`config.mk`:
```
export PLATFORM = sky130hd
export DESIGN_NAME = writeback_buffer
export DESIGN_NICKNAME = d
export VERILOG_FILES = /design/src/rtl/writeback_buffer.sv
export SDC_FILE = /design/constraint.sdc
export NUM_CORES = 1
export LEC_CHECK = 0
export CAP_MARGIN = 10
export CORE_ASPECT_RATIO = 0.9
export CORE_MARGIN = 4
export CORE_UTILIZATION = 50
export CTS_BUF_LIST = sky130_fd_sc_hd__clkbuf_16
export DETAILED_ROUTE_END_ITERATION = 12
export PLACE_DENSITY = 0.71
export SLEW_MARGIN = 40
export SYNTH_ARGS = -nofsm -noshare
export SYNTH_HDL_FRONTEND = slang
export SYNTH_SLANG_ARGS = --single-unit
```
`constraint.sdc`:
```
create_clock -name clk -period 14.8 [get_ports clk]
set_clock_uncertainty 0.15 [all_clocks]
set_input_delay 2.22 -clock clk [delete_from_list [all_inputs] [get_ports clk]]
set_output_delay 2.22 -clock clk [all_outputs]
set_load 0.05 [all_outputs]
```
`src/rtl/writeback_buffer.sv`:
```
// Posted write buffer between the cache writeback stage and main memory.
// Holds up to DEPTH evicted (address, data) entries in a circular queue and
// drains them in order through a req/ack handshake. A repeated write to a
// queued address is folded into that entry, unless that entry is the one
// currently presented to memory. Snoop lookups return the newest queued data
// for an address so that a miss fill never sees data that is older than a
// queued write.
module writeback_buffer #(
    parameter int DATA_WIDTH    = 32,
    parameter int ADDRESS_WIDTH = 32,
    parameter int DEPTH         = 4
) (
    input  logic                     clk,
    input  logic                     reset_n,
    input  logic                     wb_valid,
    input  logic [ADDRESS_WIDTH-1:0] wb_address,
    input  logic [DATA_WIDTH-1:0]    wb_data,
    output logic                     wb_ack,
    output logic                     full,
    output logic                     empty,
    output logic [$clog2(DEPTH):0]   count,
    output logic                     mem_req,
    output logic [ADDRESS_WIDTH-1:0] mem_address,
    output logic [DATA_WIDTH-1:0]    mem_data,
    input  logic                     mem_ack,
    input  logic [ADDRESS_WIDTH-1:0] snoop_address,
    output logic                     snoop_hit,
    output logic [DATA_WIDTH-1:0]    snoop_data
);

    localparam int PW = $clog2(DEPTH);
    localparam int CW = PW + 1;

    typedef enum logic [1:0] {IDLE, REQ, RELEASE} state_t;

    state_t                   state_q, state_d;
    logic [DEPTH-1:0]         valid_q;
    logic [ADDRESS_WIDTH-1:0] addr_q [DEPTH];
    logic [DATA_WIDTH-1:0]    data_q [DEPTH];
    logic [PW-1:0]            head_q, tail_q;
    logic [CW-1:0]            count_q, count_d;
    logic                     wb_ack_q, wb_ack_d;
    logic                     mem_req_q, mem_req_d;
    logic [ADDRESS_WIDTH-1:0] mem_address_q, mem_address_d;
    logic [DATA_WIDTH-1:0]    mem_data_q, mem_data_d;

    logic                     capture, merge_hit, do_merge, do_push, do_pop, latch;
    logic [PW-1:0]            merge_idx, snoop_idx;

    assign full        = (count_q == CW'(DEPTH));
    assign empty       = (count_q == '0);
    assign count       = count_q;
    assign wb_ack      = wb_ack_q;
    assign mem_req     = mem_req_q;
    assign mem_address = mem_address_q;
    assign mem_data    = mem_data_q;

    // wb_ack_q gates capture so an entry still held during its ack cycle is not taken twice
    assign capture  = wb_valid & ~wb_ack_q;
    assign do_merge = capture & merge_hit;
    assign do_push  = capture & ~merge_hit & ~full;
    assign wb_ack_d = do_merge | do_push;
    assign count_d  = count_q + CW'(do_push) - CW'(do_pop);

    // Find a queued entry with the incoming address; the head in flight is excluded
    always_comb begin
        merge_hit = 1'b0;
        merge_idx = '0;
        for (int i = 0; i < DEPTH; i++) begin
            if (valid_q[i] && addr_q[i] == wb_address &&
                !(mem_req_q && PW'(i) == head_q)) begin
                merge_hit = 1'b1;
                merge_idx = PW'(i);
            end
        end
    end

    // Snoop walks oldest to newest so the entry nearest the tail wins
    always_comb begin
        snoop_hit  = 1'b0;
        snoop_data = '0;
        snoop_idx  = '0;
        for (int k = 0; k < DEPTH; k++) begin
            snoop_idx = head_q + PW'(k);
            if (valid_q[snoop_idx] && addr_q[snoop_idx] == snoop_address) begin
                snoop_hit  = 1'b1;
                snoop_data = data_q[snoop_idx];
            end
        end
    end

    // Drain FSM state register
    always_ff @(posedge clk or negedge reset_n) begin
        if (!reset_n) state_q <= IDLE;
        else          state_q <= state_d;
    end

    // Drain FSM next state: one request, wait for ack, one idle cycle
    always_comb begin
        state_d = state_q;
        case (state_q)
            IDLE:    if (!empty) state_d = REQ;
            REQ:     if (mem_ack) state_d = RELEASE;
            RELEASE: state_d = IDLE;
            default: state_d = IDLE;
        endcase
    end

    // Drain FSM outputs: request level, head latch and pop strobes
    always_comb begin
        mem_req_d = mem_req_q;
        latch     = 1'b0;
        do_pop    = 1'b0;
        case (state_q)
            IDLE: begin
                if (!empty) begin
                    mem_req_d = 1'b1;
                    latch     = 1'b1;
                end
            end
            REQ: begin
                if (mem_ack) begin
                    mem_req_d = 1'b0;
                    do_pop    = 1'b1;
                end
            end
            default: mem_req_d = 1'b0;
        endcase
    end

    // A merge into the head on the latch edge forwards the new data so memory sees it
    always_comb begin
        mem_address_d = mem_address_q;
        mem_data_d    = mem_data_q;
        if (latch) begin
            mem_address_d = addr_q[head_q];
            mem_data_d    = (do_merge && merge_idx == head_q) ? wb_data : data_q[head_q];
        end
    end

    // Control state: valid bits, pointers, count, handshake outputs
    always_ff @(posedge clk or negedge reset_n) begin
        if (!reset_n) begin
            valid_q       <= '0;
            head_q        <= '0;
            tail_q        <= '0;
            count_q       <= '0;
            wb_ack_q      <= 1'b0;
            mem_req_q     <= 1'b0;
            mem_address_q <= '0;
            mem_data_q    <= '0;
        end else begin
            if (do_pop) begin
                valid_q[head_q] <= 1'b0;
                head_q          <= head_q + PW'(1);
            end
            if (do_push) begin
                valid_q[tail_q] <= 1'b1;
                tail_q          <= tail_q + PW'(1);
            end
            count_q       <= count_d;
            wb_ack_q      <= wb_ack_d;
            mem_req_q     <= mem_req_d;
            mem_address_q <= mem_address_d;
            mem_data_q    <= mem_data_d;
        end
    end

    // Entry payload storage; only meaningful where the valid bit is set
    always_ff @(posedge clk) begin
        if (do_push) begin
            addr_q[tail_q] <= wb_address;
            data_q[tail_q] <= wb_data;
        end
        if (do_merge) data_q[merge_idx] <= wb_data;
    end

endmodule

```
======== Word-level counts from Yosys, hierarchy flattened ========
Memories as Yosys holds them, arrays and structs flattened.
Cells that the tools add are included.
word-level totals
  register bits ........................... 79
  bits in writable memories ............... 256
  output and inout port bits .............. 104
  word-level logic and storage cells ...... 126
  memories ................................ 2
memories
  memory  words  bits a word  read ports  clocked after memory_dff  write ports  RTL line  RTL
  addr_q  4      32           8           0                         1            38        logic [ADDRESS_WIDTH-1:0] addr_q [DEPTH];
  data_q  4      32           4           0                         1            39        logic [DATA_WIDTH-1:0] data_q [DEPTH];
operators by class
  add/subtract/negate cells ............... 6
  $lt $le $gt $ge ......................... 7
  eq/ne operators ......................... 16
  muxes and demuxes ....................... 47
  bitwise logic cells ..................... 11
  reductions and logical operators ........ 28
operators by type and width
  operator                                                                              number
  32-bit equality test                                                                  8
  32-bit 2-to-1 mux                                                                     6
  32-bit OR reduction                                                                   1
  1-bit 2-to-1 mux                                                                      26
  1-bit logical AND                                                                     19
  2-bit by 3-bit < comparator with 1-bit output (second input constant)                 5
  2-bit 2-to-1 mux                                                                      5
  1-bit binary-select mux with 2-bit select                                             4
  4-bit 2-to-1 mux                                                                      2
  2-bit by 1-bit adder with 2-bit output (second input constant)                        2
  2-bit adder (second input constant)                                                   2
  1-bit AND                                                                             4
  4-bit AND                                                                             1
  1-bit demux with 2-bit select                                                         2
  2-bit equality test (first input constant)                                            2
  2-bit by 1-bit greater-or-equal comparator with 1-bit output (second input constant)  2
  1-bit zero test                                                                       4
  2-bit zero test                                                                       2
  2-bit != test (second input constant)                                                 2
  4-bit inverter                                                                        1
  4-bit OR                                                                              1
  2-bit one-hot mux with 2 select lines                                                 1
  3-bit by 1-bit adder with 3-bit output                                                1
  3-bit equality test (second input constant)                                           1
  other kinds (9)                                                                       11

======== Logic depth before layout (Yosys ltp) ========
Gate-level depths: netlist of run 1.
  depth in word-level cells ............... 14
  depth in mapped cells ................... 22
  mapped depth without buffers ............ 16

======== Worst setup path before layout of run 1 ========
No wires, ideal clock.
  path kind ............................... register -> output
  start point ............................. register head_q[0]
  end point ............................... output port snoop_data[30]
  arrival ................................. 4,753 ps
  data required time ...................... 12,430 ps
  slack ................................... 7,677 ps
  cell stages (with the launch flop) ...... 19
  path buffers ............................ 11
  cells stage by stage .................... dfrtp_1 -> buf_6 -> buf_8 -> buf_12 -> inv_1 -> buf_2 -> clkbuf_1 -> buf_1 -> ha_1 -> buf_4 -> buf_6 -> buf_4 -> mux4_4 -> xnor2_1 -> nand3_1 -> or4_4 -> buf_6 -> buf_6 -> o22ai_1
between the ends
  elaborated cells between the ends (all ways) .. 25
RTL lines
  what                                                                                   RTL line  RTL
  from (decl)                                                                            40        logic [PW-1:0] head_q, tail_q;
  from (signal assigned)                                                                 155       head_q <= head_q + PW'(1);
  2-bit adder *                                                                          84        snoop_idx = head_q + PW'(k);
  net snoop_idx[0]                                                                       48        logic [PW-1:0] merge_idx, snoop_idx;
  memory 4 x 32 bit / 1-bit binary-select mux with 2-bit select (equally long branches)  -
  32-bit equality test / 1-bit 2-to-1 mux (equally long branches)                        85        if (valid_q[snoop_idx] && addr_q[snoop_idx] == snoop_address) begin
  1-bit logical AND                                                                      85
  32-bit 2-to-1 mux *                                                                    85
  to (decl)                                                                              28        output logic [DATA_WIDTH-1:0] snoop_data
The timed path passes the listed nets; every way through them passes the cells marked *. The select of a mux whose other input is x is not followed.

======== Worst setup path after layout of run 1 ========
  start point ............................. register head_q[1]
  end point ............................... output port snoop_data[3]
between the ends
  longest elaborated chain between the ends .. 7
  elaborated cells between the ends (all ways) .. 25
ends and longest elaborated chain
  what                                                                  RTL line
  2-bit by 1-bit adder with 2-bit output, or another cell as far along  84
  memory 4 x 32 bit, or another cell as far along                       -
  32-bit equality test, or another cell as far along                    85
  1-bit logical AND / 32-bit 2-to-1 mux (equally long branches)         85
  32-bit 2-to-1 mux (2 in a row)                                        85
  32-bit 2-to-1 mux *                                                   85
Mark *: on every way between the ends. The rest lies on a longest branch, timed or not. The select of a mux whose other input is x is not followed.

==> qor.yml, run 1 <==
place:
  place.gp.congestion: 1.03
  io_buffers: 203
  dp_hpwl_um: 56200
logic_synthesis:
  yosys_warnings: 0
  avgSynthCellArea_um2: 12.9
  synthTopCellsByArea: "edfxtp_1, mux4_2, dfrtp_1"
  synth_flop_cell: "edfxtp_1"
  synthesis.area_um2: 23400
  yosys.cell_types.count: 82
  syn_inst: 1810
  synth-seq-area-share_pct: 41.2
  synth_top_area_cell: "edfxtp_1"
  syn_nets: 1921
  synth-seq-cells: 334
  synthArstFlopShare_pct: 23.4
  synth_top_area_share_pct: 32.9
  synth-edff-count: 256
sta:
  maxSlewHeadroom_pct: 39.6
  rsz0062_at_grt: "no"
  tns_ns: 0
  tightest_slew_ns: 0.899
  finalHoldViolCount: 0
  fin_crit_sh_pct: 65.2
  drv_slew: 0
  finalSetupViolCount: 0
  clock.fmax_mhz: 104
  layout_min_cycle_time_ns: 9.65
worst_setup_path:
  max_stage_delay_ns: 0.97
  cp.arrival_ns: 7.28
  crit_required_ns: 12.43
  cp_max_fo: 119
  worstPathCellList: "inv_1, ha_4, buf_12, mux4_2, xnor2_1, nand4_1, nor4_1, nand2_1, nor2_4, buf_4, and2_1, o32a_1, clkdlybuf4s50_1"
  critPathKind: "reg2out"
  regToRegSetupSlack_ns: 9.95
  crit_slowest_cell: "dfrtp_4"
  worstSetupEndpointType: "output port"
  crit_path_start_kind: "flop"
clocking:
  worstSkewPairLatency_ns: 0.59
  ctsRootBufferMaster: "clkbuf_16"
  path_clk_slew_ns: 0.06
  clock_sinks: 334
  cts_made_buffers: 40
  cts_setup_buffers: 0
  hold_buffers: 0
  cts_max_level: 2
  cts.path.max_buffers: 3
  cts_resized: 0
  cts_tree: "yes"
drt:
  dr.pass1.iters: 6
  drc: 0
  viasPerCell: 6.79
  wl_um: 77400
  drt_iter0_markers: 2308
  ant_nets: 0
  vias: 17500
  wire_per_inst_um: 30.0
die:
  coreArea_um2: 45800
  rows: 74
  start_util_pct: 51.0
  die_h_um: 213
  die_w_um: 236
  dieArea_um2: 50300
  io_pins: 204
global_routing:
  overflow: 0
  grt_start_max_net_pins: 120
  grt_pass1_vias: 16800
  antenna_found_initial: 7
  grt_first_pass_wirelength_um: 113000
  track_usage_pct: 30.2
pwr:
  ir_drop_v: 0.000233
  power.leakage_nw: 9.40
  power.total_mw: 5.94
  power.density_nw_per_um2: 219
flow_run:
  drv_cap: 0
layout:
  final_util_pct: 59.2
  filler_cell_count: 3656
  synthToLayoutAreaGrowth_pct: 16.0
  nNetsFinal: 2048
  drive_gt1_share_pct: 18.0
run_status:
  status: "completed"
min_path:
  hold_class: "reg2reg"
power breakdown:
part,switching [mW],internal (mW),total (mW)
logic,1.88,1.50,3.38
clock network,0.426,0.632,1.06
registers,0.254,1.25,1.51
total,2.56,3.38,5.94
worst paths after layout:
check / from / endpoint / cells after the start
setup / recovery: head_q[1] / snoop_data[3] / 13
hold / removal: mem_address[5] / mem_address[5] / 2
setup reg to reg: head_q[0] / data_q[3][5] / 13
hold reg to reg: mem_address[5] / mem_address[5] / 2
max in group asynchronous: reset_n / head_q[0] / 2
min in group asynchronous: reset_n / mem_address[22] / 1
area by class of cell:
type | instances | area (um^2) | share of cell area, %
Clock buffer | 41 | 1030 | 3.78
Multi-Input combinational cell | 1280 | 12800 | 47.0
Timing Repair Buffer | 229 | 2350 | 8.67
Tap cell | 608 | 761 | 2.80
Clock inverter | 33 | 380 | 1.40
Antenna cell | 1 | 2.50 | 0.00923
Inverter | 52 | 195 | 0.720
Sequential cell | 334 | 9650 | 35.6
layout by cell type, fill, tap and decap left out, types with 38 or more instances in the layout:
| cell type | n |
|---|---|
| mux4_2 | 174 |
| clkbuf_16 | 41 |
| nor2_1 | 68 |
| clkdlybuf4s50_1 | 202 |
| edfxtp_1 | 256 |
| mux4_4 | 38 |
| xor2_1 | 91 |
| dfrtp_1 | 76 |
| nand2_1 | 115 |
| a21oi_1 | 42 |
| inv_1 | 57 |
| xnor2_1 | 154 |
| mux2i_1 | 66 |
flip-flops by register name, summed over array words and instances (netlist names):
signal,cells
valid_q,4
addr_q,128
count,3
state_q,2
wb_ack,1
tail_q,2
head_q,2
data_q,128
mem_address,32
mem_data,32
cell usage after synthesis (all sizes together) (3+ instances only):
master     n
a31oi     35
or2        4
o211ai     4
o32a      32
a211oi    12
nand2    116
inv       52
dfrtp     78
o221ai     3
nand2b    10
nor2      73
nand3     15
and2      37
nand3b     5
o22ai      8
o21a      31
nor4      35
edfxtp   256
or3        5
or4        8
o21ai     35
o22a       3
xor2      91
nor2b     27
and2b     11
a21o      37
and3       4
mux2i     66
a2111oi    6
a21oi     43
nor3      36
mux4     222
and4       8
a221oi     8
ha        10
nor3b      3
o32ai      3
buf       83
nand4     37
xnor2    155
mux2      13
clkbuf    61
per-layer routing:
| layer | vias up | global-route usage [%] | part of all wire [%] |
|---|---|---|---|
| met5 | - | 0 | 0.039 |
| met4 | 6 | 7.43 | 2.6 |
| met3 | 131 | 7.77 | 12 |
| met2 | 1062 | 45.1 | 44 |
| met1 | 8985 | 44.8 | 41 |
| li1 | 7328 | - | - |
stage by stage:
stage | area (um^2) | instances | hold slack (ns) | setup slack (ns)
CTS | 27100 | 2576 | 0.331 | 5.16
floorplan | 23400 | 1810 | 0.300 | 7.68
detailed placement | 25700 | 2502 | 0.317 | 5.80
finish | 27100 | 2578 | 0.326 | 5.15
global placement | 25600 | 2496 | 0.310 | 5.97
global route | 27100 | 2578 | 0.342 | 4.83
critical path, delay by kind of cell, from the launching register on:
family,cells,cell delay [ns]
XOR/XNOR,1,0.30
AND/OR/NAND/NOR,5,1.49
multiplexers,1,0.61
AO/OA/AOI/OAI,1,0.16
adder cells (fa/ha/maj),1,0.64
flip-flops,1,0.97
buffers and inverters,4,2.36
cell families (layout without fill, tap and decap cells):
logic type,after synthesis,count (layout),share of synthesized area [%]
AOI/OAI and AO/OA,277,277,8.54
muxes,301,301,25.4
xor gates and xnor gates,246,246,9.21
other,0,1,0
buffers and inverters,196,355,4.50
adders and majority gates,11,11,0.621
DFF,334,334,41.2
and+or+nand+nor,445,445,10.5
No activity file was read; power rests on OpenSTA's default activity.
==> run 2, diff against run 1 <==
- PLACE_DENSITY: 0.71 -> 0.73
- clock period: 14.8 -> 8.6 ns (I/O delays scaled with it)
==> run 2 against run 1 <==
Effect of this change: critical path depth rose by 1; register-to-register slack got worse by 6.4 ns; routed wire length rose by 1.2%; sequential share of layout area rose by 0.17 points; clock-buffer cell count fell by 1; worst setup slack got worse by 4.0 ns; cell area fell by 0.48%; cell count rose by 0.16%; combinational power rose by 72%; critical path type unchanged; largest power group unchanged.
==> qor.yml, run 2 (same netlist as run 1, synthesis figures left out) <==
run_status:
  status: "completed"
sta:
  rsz0062_at_grt: "no"
  finalHoldViolCount: 0
  drv_slew: 0
  tightest_slew_ns: 0.864
  layout_min_cycle_time_ns: 7.44
  finalSetupViolCount: 0
  tns_ns: 0
  maxSlewHeadroom_pct: 40.9
  clock.fmax_mhz: 134
  fin_crit_sh_pct: 86.5
layout:
  drive_gt1_share_pct: 19.8
  synthToLayoutAreaGrowth_pct: 15.4
  layout_commonest_cell: "edfxtp_1"
  regArea_um2: 9650
  filler_cell_count: 3663
  instances_no_fill: 2582
  top_regs: "addr_q (128), data_q (128)"
  nNetsFinal: 2050
  final_util_pct: 58.9
  multi_input_area_um2: 12800
  mostFrequentLayoutCells: "edfxtp_1, mux4_2, clkdlybuf4s50_1, xnor2_1, nand2_1"
clocking:
  cts_tree: "yes"
  cts_max_level: 2
  ctsRootBufferMaster: "clkbuf_16"
  cts_setup_buffers: 0
  hold_buffers: 0
  path_clk_slew_ns: 0.06
  worstSkewPairLatency_ns: 0.56
  clock_sinks: 334
  cts_made_buffers: 39
  cts.path.max_buffers: 3
  cts_resized: 0
die:
  coreArea_um2: 45800
  io_pins: 204
  die_w_um: 236
  start_util_pct: 51.0
  rows: 74
  dieArea_um2: 50300
  die_h_um: 213
pwr:
  ir_drop_v: 0.000262
  internal_power_mw: 5.77
  p_sw_mw: 4.32
  pwr-share-seq_pct: 25.3
  swShare_pct: 42.8
  power.leakage_nw: 9.45
  pwr-share-comb_pct: 57.7
  power.density_nw_per_um2: 374
  pwr-share-clk_pct: 17.0
global_routing:
  antenna_found_initial: 7
  grt_first_pass_wirelength_um: 115000
  grt_start_max_net_pins: 119
  grt_pass1_vias: 16900
  overflow: 0
  track_usage_pct: 30.6
drt:
  ant_nets: 0
  wl_um: 78300
  viasPerCell: 6.80
  drt_iter0_markers: 2730
  dr.pass1.iters: 6
  drc: 0
  vias: 17600
  wire_per_inst_um: 30.3
flow_run:
  drv_cap: 0
worst_setup_path:
  crit_required_ns: 7.16
  cp_max_fo: 43
  crit_path_start_kind: "flop"
  cp.arrival_ns: 6.00
  worstSetupEndpointType: "output port"
  critPathKind: "reg2out"
  regToRegSetupSlack_ns: 3.53
min_path:
  hold_class: "reg2reg"
place:
  io_buffers: 203
  numPlacedInstances: 2506
  place.gp.congestion: 1.04
  dp_hpwl_um: 56600
[run 2: cell count changes in the layout (fill, tap and decap cells not counted), sizes merged]
cell           delta
clkbuf            -1
buf              +34
clkdlybuf4s50    -31
diode             +3
bufinv            -2
clkinv            +1
[run 2: path summary, 6_finish.rpt]
path / end / from / depth (start not counted)
setup / recovery: snoop_data[20] / head_q[0] / 14
hold / removal: mem_address[27] / mem_address[27] / 2
setup reg to reg: data_q[3][3] / head_q[0] / 12
hold reg to reg: mem_address[27] / mem_address[27] / 2
max in group asynchronous: head_q[0] / reset_n / 2
min in group asynchronous: mem_address[26] / reset_n / 1
[run 2: stage by stage]
stage / hold slack, ns / power (mW) / cell area (um^2) / setup WS [ns]
2_1_floorplan: 0.300 / 6.83 / 23400 / 2.41
3_3_place_gp: 0.302 / 8.20 / 25500 / 1.67
3_5_place_dp: 0.311 / 8.34 / 25600 / 1.80
4_1_cts: 0.324 / 10.1 / 27000 / 1.20
5_1_grt: 0.359 / 10.6 / 27000 / 0.873
6_report: 0.320 / 10.1 / 27000 / 1.16
[run 2: cell type report]
| class | count | area share (%) |
|---|---|---|
| clock inverters | 32 | 1.20 |
| repair buffers | 232 | 8.45 |
| flip-flops and latches | 334 | 35.7 |
| clock buffers | 40 | 3.71 |
| inverters | 52 | 0.723 |
| well taps | 608 | 2.82 |
| diodes | 4 | 0.0371 |
| multi-input cells | 1280 | 47.3 |
[run 2: power by group through the flow]
stage / Clock [mW] / Combinational (mW) / Sequential (mW)
2_1_floorplan: 0 / 3.88 / 2.95
3_3_place_gp: 0 / 5.65 / 2.55
3_5_place_dp: 0 / 5.77 / 2.57
4_1_cts: 1.74 / 5.80 / 2.54
5_1_grt: 1.81 / 6.16 / 2.60
6_report: 1.72 / 5.82 / 2.56
[run 2: metal layers]
layer	global-route usage, %	up-vias	routed length [um]
met4	7.57	4	1990
li1	-	7320	-
met1	44.7	8994	31700
met5	0	-	27
met2	46.4	1115	35100
met3	7.77	126	9450
[run 2: worst max-delay path, cell delays in order (launching register included)]
cell	delay, ns
dfrtp_4	0.70
inv_1	0.17
ha_4	0.48
buf_12	0.24
buf_12	0.22
buf_4	0.28
mux2i_1	0.44
o21ai_0	0.17
a2111oi_2	0.56
nand4_1	0.39
nor2_4	0.49
buf_4	0.54
nor3_1	0.15
o32a_1	0.35
buf_4	0.21
==> run 3, diff against run 2 <==
- ABC_AREA: unset -> 1
==> run 3 against run 2 <==
Effect of this change: sequential cell count did not move; clock-buffer cell count shrank 1; core utilization fell by 0.11 points; clock power down 8%; critical path depth up 3; routed wire length up 5.1%; synthesized area shrank 1.4%; largest cell class unchanged.
==> qor.yml, run 3 <==
die:
  start_util_pct: 50.7
  rows: 74
  dieArea_um2: 49600
  die_h_um: 212
  io_pins: 204
  die_w_um: 234
  coreArea_um2: 45500
worst_setup_path:
  critPathKind: "reg2out"
  crit_path_start_kind: "flop"
  worstSetupEndpointType: "output port"
  crit_path_frequent_cell: "nand2_1"
  crit_slowest_cell: "dfrtp_4"
  ff2ff_path_depth: 15
  cp.arrival_ns: 5.83
  max_stage_delay_ns: 0.94
  worstPathCellList: "inv_4, ha_4, buf_6, nand3_1, nand2_1, o21ai_0, nor2_1, nand2_1, nor2_1, nand3_1, nor2_4, buf_4, a21oi_1, nand2_1, nand2_1, nand2_1, clkdlybuf4s50_1"
  cp_max_fo: 82
  crit_required_ns: 7.16
min_path:
  hold_class: "reg2reg"
  holdPathStages: 2
global_routing:
  grt_first_pass_wirelength_um: 121000
  overflow: 0
  track_usage_pct: 32.4
  grt_start_max_net_pins: 236
  antenna_found_initial: 3
  grt_pass1_vias: 19900
pwr:
  power.total_mw: 9.87
  ir_drop_v: 0.000435
  power.density_nw_per_um2: 369
  power.leakage_nw: 12.7
layout:
  top_regs: "addr_q (128), data_q (128)"
  synthToLayoutAreaGrowth_pct: 15.9
  drive_gt1_share_pct: 3.09
  layout_commonest_cell: "nand2_1"
  filler_cell_count: 4231
  mostFrequentLayoutCells: "nand2_1, inv_1, nand3_1, o21ai_0, edfxtp_1"
  nNetsFinal: 3645
logic_synthesis:
  synth_top_area_share_pct: 33.3
  yosysMostFrequentCell: "nand2_1"
  syn_nets: 3538
  synthTopCellsByArea: "edfxtp_1, nand2_1, dfrtp_1"
  syn_inst: 3427
  synth_fa_ha_area_share_pct: 0.630
  synth_flop_cell: "edfxtp_1"
  synth-seq-cells: 334
  synth_top_family_by_area: "simple AND/OR/NAND/NOR gates"
  synth_top_area_cell: "edfxtp_1"
  synthesis.area_um2: 23100
  avgSynthCellArea_um2: 6.73
  yosys.cell_types.count: 31
  synth-compound-area-share_pct: 11.2
  yosys_warnings: 0
  yosys.area_share.xor_xnor_pct: 1.75
  synthMuxAreaShare_pct: 0
  yosys.area_share.simple_pct: 34.6
  synth-edff-count: 256
  synthArstFlopShare_pct: 23.4
  synth-seq-area-share_pct: 41.8
  synth_common_cells: "nand2_1, inv_1, nand3_1"
clocking:
  hold_buffers: 0
  clock_sinks: 334
  ctsRootBufferMaster: "clkbuf_16"
  cts_setup_buffers: 0
  cts.path.max_buffers: 3
  cts_max_level: 2
  cts_made_buffers: 38
  cts_tree: "yes"
  worstSkewPairLatency_ns: 0.57
  cts_resized: 0
  path_clk_slew_ns: 0.06
run_status:
  status: "completed"
sta:
  layout_min_cycle_time_ns: 7.27
  tightest_slew_ns: 0.847
  drv_slew: 0
  clock.fmax_mhz: 138
  finalHoldViolCount: 0
  finalSetupViolCount: 0
  fin_crit_sh_pct: 84.5
  rsz0062_at_grt: "no"
  tns_ns: 0
  maxSlewHeadroom_pct: 42.9
drt:
  wire_per_inst_um: 19.7
  ant_nets: 0
  viasPerCell: 5.53
  drt_iter0_markers: 3191
  drc: 0
  dr.pass1.iters: 8
  vias: 23100
  wl_um: 82300
place:
  io_buffers: 203
  place.gp.congestion: 1.06
  dp_hpwl_um: 60400
flow_run:
  drv_cap: 0
run 3: cell types whose count changed after synthesis, moves of 37 or more:
cell / previous run / this run
a21o_1: 37 / 0
o211ai_1: 4 / 51
mux4_4: 38 / 0
mux2i_1: 66 / 0
o21ai_0: 35 / 318
o21ai_1: 0 / 38
mux4_2: 174 / 0
inv_1: 52 / 394
nand3_1: 15 / 382
xnor2_1: 155 / 19
nand2_1: 115 / 1417
xor2_1: 91 / 27
nor2_1: 72 / 159
run 3: per-layer routing:
layer | part of all wire, % | vias to the layer above | track usage, % | wire length (um)
li1 | - | 11200 | - | -
met1 | 43 | 10500 | 48.1 | 35200
met2 | 41 | 1245 | 45.9 | 33600
met3 | 14 | 126 | 10.1 | 11300
met4 | 2.7 | 4 | 8.69 | 2200
met5 | 0.024 | - | 0 | 20
run 3: through the flow:
step / area [um^2] / utilization [%] / setup slack (ns) / hold WS, ns / cells
6_report: 26700 / 58.8 / 1.33 / 0.329 / 4173
5_1_grt: 26700 / 58.8 / 1.09 / 0.353 / 4172
4_1_cts: 26700 / 58.7 / 1.24 / 0.332 / 4171
3_5_place_dp: 25500 / 56.1 / 1.85 / 0.319 / 4101
3_3_place_gp: 25300 / 55.7 / 1.87 / 0.314 / 4093
2_1_floorplan: 23100 / - / 3.53 / 0.318 / 3427
run 3: layout make-up:
| type | instances | area, um^2 | area share [%] |
|---|---|---|---|
| Clock inverter | 31 | 210 | 0.787 |
| Inverter | 399 | 1500 | 5.61 |
| Tap cell | 608 | 761 | 2.85 |
| Sequential cell | 334 | 9650 | 36.1 |
| Timing Repair Buffer | 234 | 2440 | 9.12 |
| Antenna cell | 1 | 2.50 | 0.00936 |
| Clock buffer | 39 | 976 | 3.65 |
| Multi-Input combinational cell | 2527 | 11200 | 41.9 |
run 3: path summary, 6_finish.rpt:
check / to / slack (ns) / startpoint
min: mem_data[5] / 0.33 / mem_data[5]
max in group asynchronous: head_q[1] / 6.65 / reset_n
min in group asynchronous: mem_address[14] / 0.59 / reset_n
max: snoop_data[8] / 1.33 / head_q[1]
min reg2reg: mem_data[5] / 0.33 / mem_data[5]
max reg2reg: data_q[2][17] / 3.66 / head_q[1]
run 3: logic make-up after synthesis:
kind of cell,Yosys count
AO/OA/AOI/OAI,489
XOR/XNOR,46
adder cells (fa/ha/maj),11
buffers and inverters,566
flip-flops,334
AND/OR/NAND/NOR,1981
run 3: where the power goes:
part | leakage [nW] | internal (mW) | switching, mW
clock | 0.627 | 0.888 | 0.690
combinational | 8.83 | 1.66 | 4.09
sequential | 3.27 | 2.16 | 0.382
run 3: critical path: cells and delay by family, from the launching register on:
kind	cells	cell delay [ns]
compound gates	2	0.20
fa+ha+maj	1	0.41
buf+inv	4	2.14
flops	1	0.94
simple gates	10	1.44
